`config.mk`:
```
export PLATFORM = sky130hd
export DESIGN_NAME = gpio_input_debounce
export DESIGN_NICKNAME = d
export VERILOG_FILES = /design/src/rtl/gpio_input_debounce.sv
export SDC_FILE = /design/constraint.sdc
export NUM_CORES = 1
export LEC_CHECK = 0
export CAP_MARGIN = 20
export CORE_UTILIZATION = 50
export DETAILED_ROUTE_END_ITERATION = 6
export GPL_ROUTABILITY_DRIVEN = 0
export GPL_TIMING_DRIVEN = 0
export HOLD_SLACK_MARGIN = 0.03
export PLACE_DENSITY = 0.71
export SYNTH_ARGS = -nofsm -noshare
export SYNTH_HDL_FRONTEND = slang
export SYNTH_SLANG_ARGS = --single-unit
```
`constraint.sdc`:
```
create_clock -name clk -period 11.55 [get_ports clk]
set_clock_uncertainty 0.1 [all_clocks]
set_input_delay 2.31 -clock clk [delete_from_list [all_inputs] [get_ports clk]]
set_output_delay 2.31 -clock clk [all_outputs]
set_load 0.01 [all_outputs]
```
`src/rtl/gpio_input_debounce.sv`:
```
// Input-pin front end: two-flop synchroniser, per-bit debounce counter,
// and sticky rise/fall event flags that are ORed into a single interrupt.
module gpio_input_debounce #(
    parameter int               WIDTH           = 8,
    parameter int               DEBOUNCE_CYCLES = 1024,
    parameter logic [WIDTH-1:0] RESET_LEVEL     = '0
) (
    input  logic             clk,
    input  logic             power_on_reset,
    input  logic [WIDTH-1:0] pins_in,
    input  logic [WIDTH-1:0] rise_en,
    input  logic [WIDTH-1:0] fall_en,
    input  logic             clear_valid,
    input  logic [WIDTH-1:0] clear_mask,
    output logic [WIDTH-1:0] stable,
    output logic [WIDTH-1:0] edge_pending,
    output logic             irq
);

    localparam int            CW      = $clog2(DEBOUNCE_CYCLES) + 1;
    localparam logic [CW-1:0] CNT_MAX = CW'(DEBOUNCE_CYCLES - 1);

    logic [WIDTH-1:0] sync1_q, sync2_q;
    logic [WIDTH-1:0] stable_q, stable_d;
    logic [WIDTH-1:0] pend_q, pend_d;
    logic [CW-1:0]    cnt_q [WIDTH];
    logic [CW-1:0]    cnt_d [WIDTH];
    logic [WIDTH-1:0] rise_evt, fall_evt, clr_sel;

    // A level is accepted only after sync2 has disagreed with stable for N edges in a row.
    always_comb begin
        stable_d = stable_q;
        cnt_d    = cnt_q;
        for (int i = 0; i < WIDTH; i++) begin
            if (sync2_q[i] == stable_q[i]) begin
                cnt_d[i] = '0;
            end else if (cnt_q[i] == CNT_MAX) begin
                stable_d[i] = sync2_q[i];
                cnt_d[i]    = '0;
            end else begin
                cnt_d[i] = cnt_q[i] + CW'(1);
            end
        end
    end

    // Set has priority over a simultaneous clear on the same bit.
    always_comb begin
        rise_evt = stable_d & ~stable_q & rise_en;
        fall_evt = ~stable_d & stable_q & fall_en;
        clr_sel  = {WIDTH{clear_valid}} & clear_mask;
        pend_d   = (pend_q & ~clr_sel) | rise_evt | fall_evt;
    end

    always_ff @(posedge clk or posedge power_on_reset) begin
        if (power_on_reset) begin
            sync1_q  <= RESET_LEVEL;
            sync2_q  <= RESET_LEVEL;
            stable_q <= RESET_LEVEL;
            pend_q   <= '0;
            for (int i = 0; i < WIDTH; i++) cnt_q[i] <= '0;
        end else begin
            sync1_q  <= pins_in;
            sync2_q  <= sync1_q;
            stable_q <= stable_d;
            pend_q   <= pend_d;
            cnt_q    <= cnt_d;
        end
    end

    assign stable       = stable_q;
    assign edge_pending = pend_q;
    assign irq          = |pend_q;

endmodule

```
==> metrics, run 1 <==
core area=10400 µm²; DR DRC count=0; Slew headroom=39.6%; fin util=64.3%; Max Cap Viol=0; Sequential Area=3000 µm²; Synth Area in Simple Gates=18.3%; most frequent cells in the layout=dfrtp_1 (120), clkdlybuf4s50_1 (50), nor2_1 (40); clock slew at reported path FFs=0.06 ns; largest family of logic cells by synthesized area=simple AND/OR/NAND/NOR gates; CP Capture Type=output port; post-CTS sizing=0; clk_lat worst skew=0.52 ns; Area after DPL=6110 µm²; HPWL after DPL=7110 µm; via count=4048; die area=11200 µm²; adder-cell share of the synthesized area=1.85%; initial DRC count=200; hold crit path type=flip-flop to flip-flop; startpoint of the worst hold path=sync1_q[2]; post-synthesis compound-gate area fraction=15.9%; met3 Use GR=5.33%; share of cells above drive strength 1=10.7%; Std-Cell Rows=37; Worst Tran Pin Value=0.896 ns; htree depth=4; Required @ worst endpoint=9.14 ns; Setup CP Type=flip-flop to output port; Synth Register Bits=120; CP arrival=1.89 ns; GRT Max-Usage Layer=met2; Synth Cell Area=5410 µm²; Post-CTS Repair Setup Buffers=0; final period utilization=37.2%; area of the multi-input gates=2320 µm²; RSZ-0062 raised after global routing=false; number of global-route vias before repair=4075; fin area=6700 µm²; cell taking the most area after synthesis=dfrtp_1; Worst Setup Start Kind=flip-flop; ranking of synthesized cells by area=dfrtp_1 (56%), xor2_1 (3.9%), nand3_1 (3.2%); vias per cell=5.73; fillers=816; area growth from synthesis to layout=24.0%; Setup TNS Final=0 ns; CTS Buffer Depth=2; CTS Sinks=120; CTS tree=built; WHS=0.247 ns; Hold-fix buffers, CTS=0; Avg Inst Size Synth=11.1 µm²; most common cell after layout, fill and taps aside=dfrtp_1; die width=106 µm; r2r startpoint=cnt_q[66]; GRT met1 Usage=27.4%; initial core utilization=51.9%; count of cell types in the netlist=30; final setup vio count=0; Worst setup startpoint=edge_pending[2]; diode count=0; first-pass GRT wire length=18400 µm; Pre-antenna DRT Iters=5; EDFF count, synth=0; Flop pwr share=43.6%; met2 Use GR=33.2%; fin nets=601; outcome=complete, no violations; routed len/inst=14.9 µm; antenna-violating nets left=0; leak pwr=2.77 nW; Switching Share=21.9%; Clock Power Share=51.9%; post-synthesis instance total=488; GRT Total Usage=21.0%; Power Dens Cells=151 nW/µm²; pins over their slew limit=0; sequential element share of the synthesized area=55.6%; syn nets=531; Synth Area in XOR/XNOR=5.19%; crit path time final=4.30 ns; CTS Buf Count=17; Final Hold Viols=0; initial antenna violation count=0; mux contribution to synthesized area=1.67%; Top FF cell, synth=dfrtp_1; Die H=106 µm; root buf cell=clkbuf_8; CP max FO=3; fmax=233 MHz; YS warnings=0; top cell type's share of synthesized area=55.6%; Async SR Flop Fraction=100%; largest net degree at the start of global routing=103; remaining global-route overflow=0; routed wire length=10600 µm; Buffers on Ports=50; Gate power share=4.5%; P_int=791 µW; Net Sw Power=221 µW; I/O pins=52; Peak supply drop=0.0876 mV
-- power by group through the flow --
stage	Combinational [mW]	Clock, mW	Sequential (mW)
after detailed placement	0.0468	0	0.448
after global placement	0.0441	0	0.447
after global routing	0.0526	0.555	0.442
final	0.0460	0.525	0.441
after floorplan	0.0270	0	0.446
after CTS	0.0473	0.537	0.441
-- through the flow --
step                instances  power [mW]  setup slack (ns)
floorplan                 488       0.473              5.95
global placement          674       0.492              4.27
detailed placement        675       0.495              7.78
CTS                       707        1.02              7.22
global route              707        1.05              7.16
finish                    707        1.01              7.25
-- area by class of cell --
type / count / share of cell area [%]
clock buffer: 20 / 6.65
sequential: 120 / 44.8
tap: 136 / 2.54
buffer: 5 / 0.448
inverter: 14 / 0.859
clock inverter: 12 / 2.22
timing repair buffer: 51 / 7.88
multi-input combinational: 349 / 34.6
-- kinds of logic (layout without fill, tap and decap cells) --
kind of cell,Yosys count,count (layout)
mux,8,8
simple gates,189,189
xor+xnor,32,32
flops,120,120
fa+ha+maj,8,8
compound gates,112,112
buf+inv,19,102
-- synth_stat cells (10+ instances only) --
cell type  instances
nor4_1            10
o21ai_0           30
nand2_1           39
xor2_1            24
a21oi_1           31
or4_1             17
or3_1             20
inv_1             14
nor2_1            40
nand4_1           14
o31ai_1           18
nand3_1           35
dfrtp_1          120
-- routing by layer --
layer  part of all wire (%)  vias to the layer above  routed length [µm]
li1                       -                     1963                   -
met1                     47                     2001                4940
met2                     48                       74                5100
met3                    3.6                       10                 375
met4                    1.4                        0                 147
met5                      0                        -                   0
-- critical path: stages (launching register included) --
cell and delay [ns]:
dfrtp_1 0.44, nor4_1 0.32, nand2_1 0.11, clkdlybuf4s50_1 0.50
-- registers in the layout (all words and copies together), names as in the netlist --
name          flops
cnt_q            88
edge_pending      8
stable            8
sync2_q           8
sync1_q           8
-- path summary, 6_finish.rpt --
path,depth (start not counted),slack (ns),end
max,3,7.25,irq
min,0,0.25,sync2_q[2]
max reg2reg,4,9.47,cnt_q[69]
min reg2reg,0,0.25,sync2_q[2]
max in group asynchronous,3,8.58,cnt_q[1]
min in group asynchronous,2,2.01,cnt_q[54]
Power figures use the tool's default switching activity.
==> run 2: changes to the inputs <==
==> constraint.sdc (replaced) <==
create_clock -name clk -period 4 [get_ports clk]
set_clock_uncertainty 0.1 [all_clocks]
set_input_delay 0.8 -clock clk [delete_from_list [all_inputs] [get_ports clk]]
set_output_delay 0.8 -clock clk [all_outputs]
set_load 0.01 [all_outputs]
==> run 2 against run 1 <==
Compared with the run above:
- via count decreased by 0.96%
- critical path type unchanged
- sequential cell count unchanged
- largest cell class unchanged
- first-iteration DRC count decreased by 15%
==> metrics, run 2 (synthesis results as in run 1) <==
outcome=complete, no violations; diode count=0; CTS Buf Count=17; most common cell after layout, fill and taps aside=dfrtp_1; CP Capture Type=output port; number of global-route vias before repair=4077; I/O pins=52; WHS=0.248 ns; Post-CTS Repair Setup Buffers=0; Setup TNS Final=0 ns; initial core utilization=51.9%; worst-path cell chain=nor4_1 > nand2_1 > clkdlybuf4s50_1; crit path time final=2.78 ns; Worst Setup Start Kind=flip-flop; initial antenna violation count=0; Worst Tran Pin Value=0.866 ns; routed len/inst=14.6 µm; Worst setup startpoint=edge_pending[6]; leak pwr=2.78 nW; Worst path slowest cell=clkdlybuf4s50_1; CTS Buffer Depth=2; clk_lat worst skew=0.51 ns; post-CTS sizing=0; hold path cells=0; fin util=64.7%; via count=4009; area of the multi-input gates=2320 µm²; clock slew at reported path FFs=0.06 ns; pins over their slew limit=0; share of cells above drive strength 1=11.2%; final period utilization=69.6%; HPWL after DPL=7130 µm; die width=106 µm; Hold-fix buffers, CTS=0; first-pass GRT wire length=18100 µm; critical path endpoint=irq; R2R depth=4; RSZ-0062 raised after global routing=false; Std-Cell Rows=37; Required @ worst endpoint=3.10 ns; CTS Sinks=120; Peak supply drop=0.326 mV; GRT Total Usage=20.6%; largest reg by FF count=cnt_q; FF-to-FF setup slack=1.99 ns; startpoint of the worst hold path=sync1_q[1]; fmax=359 MHz; CTS tree=built; Pre-antenna DRT Iters=4; Setup CP Type=flip-flop to output port; core area=10400 µm²; Slew headroom=41.6%; Sequential Area=3000 µm²; DR DRC count=0; final setup vio count=0; fin nets=603; most frequent cells in the layout=dfrtp_1 (120), clkdlybuf4s50_1 (50), nor2_1 (40); Buffers on Ports=50; r2r startpoint=cnt_q[55]; antenna-violating nets left=0; remaining global-route overflow=0; Power Dens Cells=434 nW/µm²; RR Endpoint=stable[2]; Max Cap Viol=0; htree depth=4; Final Hold Viols=0; Die H=106 µm; initial DRC count=170; fillers=826; Power Total=2.93 mW; root buf cell=clkbuf_8; Critical Path Max Stage Delay=0.48 ns; largest net degree at the start of global routing=39; max reg flops=88; hold crit path type=flip-flop to flip-flop; vias per cell=5.65; area growth from synthesis to layout=24.8%; CP arrival=1.88 ns; die area=11200 µm²; routed wire length=10400 µm; CP max FO=3
==> run 2: cell count changes in the layout (fill, tap and decap cells not counted) <==
cell	previous run	this run
clkbuf_8	3	4
inv_6	2	0
clkinvlp_4	4	5
buf_12	0	3
buf_16	1	0
clkinv_4	0	1
clkbuf_1	2	1
==> run 2: power breakdown <==
part | leakage, nW | total [mW] | internal (mW) | switching [mW]
clock network | 0.289 | 1.52 | 0.993 | 0.526
logic | 0.876 | 0.135 | 0.0651 | 0.0701
registers | 1.62 | 1.27 | 1.24 | 0.0292
==> run 2: how the worst min path moves through the flow <==
stage | endpoint | slack (ns)
detailed placement | sync2_q[4] | 0.24
global placement | sync2_q[4] | 0.23
CTS | sync2_q[1] | 0.25
global route | sync2_q[4] | 0.26
floorplan | sync2_q[0] | 0.23
finish | sync2_q[1] | 0.25
==> run 2: per-stage QoR <==
| stage | cell area, µm² | setup slack [ns] | cells |
|---|---|---|---|
| 2_1_floorplan | 5410 | 1.63 | 488 |
| 3_5_place_dp | 6140 | 1.72 | 677 |
| 4_1_cts | 6740 | 1.16 | 709 |
| 5_1_grt | 6740 | 1.11 | 709 |
| 6_report | 6740 | 1.22 | 709 |
| 3_3_place_gp | 6080 | 0.540 | 674 |
==> run 2: area by class of cell <==
| cell class | instances | share of cell area, % |
|---|---|---|
| Clock buffer | 20 | 6.75 |
| Timing Repair Buffer | 53 | 8.31 |
| Sequential cell | 120 | 44.5 |
| Multi-Input combinational cell | 349 | 34.4 |
| Clock inverter | 12 | 2.21 |
| Tap cell | 136 | 2.52 |
| Inverter | 14 | 0.835 |
| Buffer | 5 | 0.445 |
==> run 2: layer usage <==
| layer | global-route usage (%) | share of wire [%] |
|---|---|---|
| met3 | 5.82 | 3.6 |
| met4 | 6.85 | 0.89 |
| met2 | 34.0 | 49 |
| met5 | 0 | 0 |
| met1 | 26.1 | 47 |
==> run 2: critical path, delay by kind of cell (launching register included) <==
family	cells	cell delay, ns
simple gates	2	0.44
buf+inv	1	0.48
flops	1	0.44
